File: config.mk
export PLATFORM = sky130hd
export DESIGN_NAME = pc_fetch_unit
export DESIGN_NICKNAME = d
export VERILOG_FILES = /design/src/rtl/pc_fetch_unit.sv
export SDC_FILE = /design/constraint.sdc
export NUM_CORES = 1
export LEC_CHECK = 0
export ABC_AREA = 0
export BUFFER_PORTS_ARGS = -buffer_cell sky130_fd_sc_hd__buf_2
export CAP_MARGIN = 40
export CORE_ASPECT_RATIO = 0.6
export CORE_UTILIZATION = 50
export CTS_BUF_LIST = sky130_fd_sc_hd__clkbuf_16
export CTS_CLUSTER_DIAMETER = 100
export DETAILED_ROUTE_END_ITERATION = 10
export GPL_TIMING_DRIVEN = 0
export MAX_ROUTING_LAYER = met4
export PLACE_DENSITY_LB_ADDON = 0.2
export SLEW_MARGIN = 25
export SYNTH_ARGS = -nofsm -noshare
export SYNTH_HDL_FRONTEND = slang
export SYNTH_SLANG_ARGS = --single-unit
File: constraint.sdc
create_clock -name clk -period 3.12 [get_ports clk]
set_input_delay 0.312 -clock clk [delete_from_list [all_inputs] [get_ports clk]]
set_output_delay 0.312 -clock clk [all_outputs]
set_load 0.005 [all_outputs]
File: src/rtl/pc_fetch_unit.sv
// PC register and single-outstanding instruction fetch, with a one-entry
// instruction buffer toward decode and wrong-path squashing on redirect.
module pc_fetch_unit #(
   parameter int unsigned         XLEN     = 32,
   parameter logic [XLEN-1:0]     RESET_PC = '0
) (
   input  logic            clk,
   input  logic            rst_n,
   input  logic            redirect,
   input  logic [XLEN-1:0] redirect_pc,
   output logic [XLEN-1:0] pc_q,
   output logic [XLEN-1:0] pc_plus4,
   output logic            imem_req_valid,
   output logic [XLEN-1:0] imem_req_addr,
   input  logic            imem_req_ready,
   input  logic            imem_rsp_valid,
   input  logic [XLEN-1:0] imem_rsp_data,
   output logic            if_valid,
   output logic [XLEN-1:0] if_instr,
   output logic [XLEN-1:0] if_pc,
   input  logic            if_ready
);

   localparam logic [XLEN-1:0] ALIGN_MASK = {{(XLEN-2){1'b1}}, 2'b00};

   typedef enum logic [1:0] {
      ST_REQ  = 2'd0,
      ST_WAIT = 2'd1,
      ST_FULL = 2'd2
   } state_e;

   state_e          state_q, state_d;
   logic [XLEN-1:0] pc_d;
   logic            kill_q, kill_d;
   logic [XLEN-1:0] inflight_pc_q, inflight_pc_d;
   logic [XLEN-1:0] if_instr_q, if_instr_d;
   logic [XLEN-1:0] if_pc_q, if_pc_d;
   logic            req_fire;
   logic            rsp_keep;

   assign pc_plus4      = pc_q + XLEN'(4);
   assign imem_req_addr = pc_q;
   assign if_instr      = if_instr_q;
   assign if_pc         = if_pc_q;
   assign req_fire      = imem_req_valid && imem_req_ready;
   // A response is kept only if no redirect, current or earlier, has squashed it.
   assign rsp_keep      = (state_q == ST_WAIT) && imem_rsp_valid && !kill_q && !redirect;

   // State register
   always_ff @(posedge clk or negedge rst_n) begin
      if (!rst_n) begin
         state_q <= ST_REQ;
      end else begin
         // NOTE: non-blocking assignments so every flop samples pre-edge values.
         state_q <= state_d;
      end
   end

   // Next-state logic
   always_comb begin
      // NOTE: default first so no path leaves state_d unassigned (no latch).
      state_d = state_q;
      unique case (state_q)
         ST_REQ:  if (req_fire) state_d = ST_WAIT;
         ST_WAIT: if (imem_rsp_valid) state_d = rsp_keep ? ST_FULL : ST_REQ;
         ST_FULL: if (redirect || if_ready) state_d = ST_REQ;
         default: state_d = ST_REQ;
      endcase
   end

   // Output logic
   always_comb begin
      imem_req_valid = (state_q == ST_REQ) && !redirect;
      if_valid       = (state_q == ST_FULL);
   end

   // Datapath next values
   always_comb begin
      pc_d          = pc_q;
      kill_d        = kill_q;
      inflight_pc_d = inflight_pc_q;
      if_instr_d    = if_instr_q;
      if_pc_d       = if_pc_q;

      if (redirect) begin
         pc_d = redirect_pc & ALIGN_MASK;
      end else if (req_fire) begin
         pc_d          = pc_plus4;
         inflight_pc_d = pc_q;
      end

      if (state_q == ST_WAIT) begin
         if (imem_rsp_valid) begin
            kill_d = 1'b0;
         end else if (redirect) begin
            kill_d = 1'b1;
         end
      end

      if (rsp_keep) begin
         if_instr_d = imem_rsp_data;
         if_pc_d    = inflight_pc_q;
      end
   end

   // NOTE: every datapath flop, buffer included, is reset so if_* start at a known 0.
   always_ff @(posedge clk or negedge rst_n) begin
      if (!rst_n) begin
         pc_q          <= RESET_PC & ALIGN_MASK;
         kill_q        <= 1'b0;
         inflight_pc_q <= '0;
         if_instr_q    <= '0;
         if_pc_q       <= '0;
      end else begin
         pc_q          <= pc_d;
         kill_q        <= kill_d;
         inflight_pc_q <= inflight_pc_d;
         if_instr_q    <= if_instr_d;
         if_pc_q       <= if_pc_d;
      end
   end

endmodule
-- Word-level counts from Yosys, hierarchy flattened
Index checks and enable logic that the tools add are counted.
- $add $sub $neg: 1
- eq/ne operators: 5
- multiplexer cells: 9
- bitwise gates (word level): 1
- reductions and logical operators: 14
- operators by type and width (cell ; count):
    $mux 32 ; 2
    $add 32x3->32 const B ; 1
    $mux 2 ; 4
    $pmux 2 s3 ; 1
    $logic_and 1x1->1 ; 5
    $ne 2x2->1 const B ; 2
    $reduce_and 2->1 ; 2
    $reduce_bool 2->1 ; 2
    $reduce_and 3->1 ; 1
    $eq 2x1->1 const B ; 1
    $eq 2x2->1 const B ; 1
    $logic_not 1->1 ; 2
    $logic_not 2->1 ; 1
    $mux 1 ; 2
    $ne 2x1->1 const B ; 1
    $logic_or 1x1->1 ; 1
    $not 1->1 ; 1
- register bits: 131
- output and inout bits: 162
- logic and storage cells: 36

-- Longest topological paths before layout
- depth in word-level cells: 7
- mapped depth: 7
- mapped depth without buffers: 5

-- Worst setup path after synthesis
No wires, ideal clock.
- path type: reg-to-reg
- from: reg pc_q[2], in the netlist imem_req_addr[2]
- to: reg pc_q[18], in the netlist imem_req_addr[18]
- arrival: 1.928 ns
- slack: 1.110 ns
- stages on the path, launching flop included: 7
- path buffers: 1
- clock period less this slack: 2.010 ns
- path through: dfrtp_1 > ha_1 > nand2_1 > or3_1 > clkbuf_1 > or4_1 > a31oi_1
- longest elaborated chain between the ends: 3
- RTL lines (element ; line ; text):
    from (decl) ; 11 ; output logic [XLEN-1:0] pc_q,
    from (signal assigned) ; 109 ; pc_q <= RESET_PC & ALIGN_MASK;
    from (signal assigned) ; 115 ; pc_q <= pc_d;
    $add 32x3->32 ; 41 ; assign pc_plus4 = pc_q + XLEN'(4);
    $mux 32 ; 87 ; end else if (req_fire) begin
    $mux 32 ; 85 ; if (redirect) begin
No other way between the ends. The select of a mux whose other input is x is not followed.
A chain may end at the register's enable or synchronous reset.

-- Worst setup path in the final report
- from: reg pc_q[11], in the netlist imem_req_addr[11]
- to: out pc_plus4[23]
- longest elaborated chain between the ends: 1
- RTL lines (element ; line ; text):
    $add 32x3->32 ; 41 ;
    to (decl) ; 12 ; output logic [XLEN-1:0] pc_plus4,
No other way between the ends.

==> summary.txt <==
Floorplanning
  – Std cell rows: 30
  – Starting Density: 0.529
  – Ports: 232
  – Die W: ~150 microns
  – Die area: roughly 13000 sq um
  – Core outline area: ~12000 sq um
  – Die Span Y: between 80 and 90 microns

Worst setup path
  – Most common cell on crit path: clkbuf_1
  – Startpoint Class: register
  – Critical Path RT: between 2000 and 3000 ps
  – Crit path DAT: 2610 ps
  – Crit path cell chain: clkbuf_1 -> nand4_1 -> nand4bb_4 -> clkbuf_1 -> nor3_1 -> xor2_1 -> buf_2
  – Crit Path Category: reg -> out
  – WP depth: 7
  – Worst Reg-to-Reg Cells: 6
  – Worst-path fanout max: 10
  – Crit path max-delay cell type: nand4bb_4
  – Reg-to-Reg End: imem_req_addr[18]
  – R2r startpoint: imem_req_addr[2]
  – Slowest stage delay, CP: 390 ps
  – Worst path bufs/invs: 3
  – CP top delay family: simple AND/OR/NAND/NOR gates
  – Flop-to-flop setup slack: ~800 ps
  – Crit. End Element: primary output

Global route
  – Initial antenna violation count: 4
  – Largest net degree at the start of global routing: 92
  – First-pass GRT wire length: approximately 27 mm
  – Tot GR Track Use: 0.284
  – Vias in the first global route: about 5200
  – Remaining Overflow, GRT: 0

Clocking
  – TritonCTS buffer count: 17
  – Reg clk slew, reported paths: ~60 ps
  – H-Tree Level Count: 4
  – Clk buf depth: 2
  – Clk root buf: clkbuf_16
  – CTS tree: done
  – Skew-Pair Late Insertion Delay: approximately 410 ps
  – CTS sink count: between 100 and 150
  – Post-CTS Setup Inserts: 0

Min path
  – Hold path start: if_ready
  – WHS Path Cells: 2
  – Hold EP: state_q[1]
  – Hold Path Class: in -> reg

Synth
  – Synth cell types: 45
  – Yosys top cell area share: 0.508
  – Sequential area share after synthesis: 0.508
  – Asr flop ratio synth: 1.00
  – EDFF count, synth: 0
  – Synth Flop Type: dfrtp_1
  – Synth top area cells: dfrtp_1 (51%), mux2_2 (17%), buf_4 (5.0%)
  – Post-synthesis cell area: approximately 6200 sq um
  – Syn Area/Cell: 11.4 sq um
  – Synthesized flop and latch total: roughly 130
  – Yosys warnings: 0
  – Synthesized instance count: between 500 and 600
  – Area leader, netlist: dfrtp_1

STA
  – Minimum clock period: between 2000 and 3000 ps
  – Worst hold margin: roughly 70 ps
  – Max Freq: roughly 0.34 GHz
  – Setup TNS: 0 ps
  – RSZ-0062 raised after global routing: no
  – Least-Margin Pin Slew: around 670 ps
  – Period utilization: 0.935
  – Final Skew: 9.18 ps
  – Final setup vio count: 0
  – Fin. Hold Viols: 0
  – Max-slew violations: 0
  – Slew margin rel.: 0.553

Detailed routing
  – Vias/cell: ~5.4
  – Post-DR wirelength/cell: approximately 18 microns
  – DRC: 0
  – Detailed Route WL: between 15 and 20 mm
  – Antenna Nets Post-Route: 0
  – Vias: around 5300
  – DR pass1 iterations: 6
  – 1st-iter DRT viols: 450

Placed design
  – PortBufs: roughly 220
  – Area after DPL: 7530 sq um
  – Inst Count DP: a little over 900
  – GP Congestion: ~0.83
  – Post-DP HPWL: approximately 12 mm

Final layout
  – Most frequent cells in the layout: buf_2 (232), dfrtp_1 (125), mux2_2 (92)
  – Area delta synth->final: 32.5%
  – Post-Layout Cell Count: approximately 970
  – Fin area: between 8000 and 9000 sq um
  – Most common cell after layout, fill and taps aside: buf_2
  – Share of cells above drive strength 1: 0.510
  – Nets: about 860

Outcome
  – Status: complete, no violations

Power and ir drop
  – Sw frac: 0.290
  – Internal: 4.29 mW
  – Comb pwr share: 0.265
  – Clock network power share: 0.318
  – NetSw: 1.75 mW
  – Leakage: just under 4 nW
  – Worst-case vdd ir drop: 571 uV
  – Pwr/cell area: between 700 and 800 nW/um^2
  – Seq pwr share: 0.417

Flow run
  – Max-Cap Viols: 0
[worst max path at each step]
stage	slack, ps	end	start
3_3_place_gp	190	inflight_pc_q[23]	rst_n
4_1_cts	110	pc_plus4[21]	imem_req_addr[11]
3_5_place_dp	580	pc_plus4[21]	imem_req_addr[11]
5_1_grt	6	pc_plus4[23]	imem_req_addr[11]
6_report	200	pc_plus4[23]	imem_req_addr[11]
2_1_floorplan	1110	imem_req_addr[18]	imem_req_addr[2]
[Yosys cell counts, types with 2 or more instances]
cell type / count
dfrtp_1: 125
mux2_2: 92
buf_4: 41
nor2_1: 32
nand2_1: 28
clkbuf_1: 23
xnor2_1: 21
nand3_1: 19
a31oi_1: 16
xor2_1: 15
or4_1: 14
nand4_1: 13
o31ai_1: 13
buf_2: 12
nor3_1: 12
o21ai_0: 10
and3_1: 8
inv_1: 7
and4_1: 6
a21oi_1: 3
a31o_2: 3
nor2b_1: 3
a22oi_1: 2
or3_1: 2
[power by group through the flow]
| stage | registers (mW) | clock network, mW | logic (mW) |
|---|---|---|---|
| 2_1_floorplan | 2.53 | 0 | 0.787 |
| 3_3_place_gp | 2.49 | 0 | 1.54 |
| 3_5_place_dp | 2.54 | 0 | 1.60 |
| 4_1_cts | 2.52 | 1.93 | 1.61 |
| 5_1_grt | 2.59 | 2.03 | 1.74 |
| 6_report | 2.52 | 1.92 | 1.60 |
[repair_timing]
item,4_1_cts,5_1_grt
hold buffers,1,0
endpoints found under the hold margin,34,0
endpoints found under the setup margin,0,8
resized for setup,0,3
[layer usage]
layer | GRT usage | wire, microns | vias to the layer above
met1 | 0.370 | 7580 | 2583
met4 | 0.0861 | 223 | 0
li1 | - | - | 2395
met5 | - | 0 | -
met2 | 0.430 | 7810 | 262
met3 | 0.0844 | 1510 | 22
[sequential cells by signal, indices dropped and copies added (netlist names)]
register / cells
if_instr: 32
if_pc: 30
imem_req_addr: 30
inflight_pc_q: 30
state_q: 2
kill_q: 1
[stage by stage]
stage / util / power [mW] / worst slack, ps
global route: 0.701 / 6.36 / 5.84
global placement: 0.644 / 4.04 / 189
finish: 0.701 / 6.04 / 202
floorplan: - / 3.32 / 1110
CTS: 0.697 / 6.06 / 105
detailed placement: 0.647 / 4.14 / 582
[cell families (layout without fill, tap and decap cells)]
family | Yosys count | in the layout | share of synthesized area
xor gates and xnor gates | 36 | 36 | 0.0512
muxes | 93 | 93 | 0.170
and+or+nand+nor | 148 | 148 | 0.133
AOI/OAI and AO/OA | 52 | 52 | 0.0563
adders and majority gates | 1 | 1 | 0.00203
DFF | 125 | 125 | 0.508
other | 1 | 13 | 0.000609
buffers and inverters | 85 | 341 | 0.0793
[worst register-to-register path, delay by kind of cell, from the launching register on]
kind                       cells  cell delay, ps
and+or+nand+nor                3            1020
DFF                            1             490
adders and majority gates      1             340
buffers and inverters          1             220
AOI/OAI and AO/OA              1             180
[layout make-up]
cell class	instances	area [sq um]
clock buffer	17	425
sequential	125	3130
tap	160	200
buffer	77	458
multi-input combinational	338	2590
antenna	5	12.5
clock inverter	15	148
inverter	8	30.0
timing repair buffer	224	1160
fill	896	3480
Power figures use the tool's default switching activity.
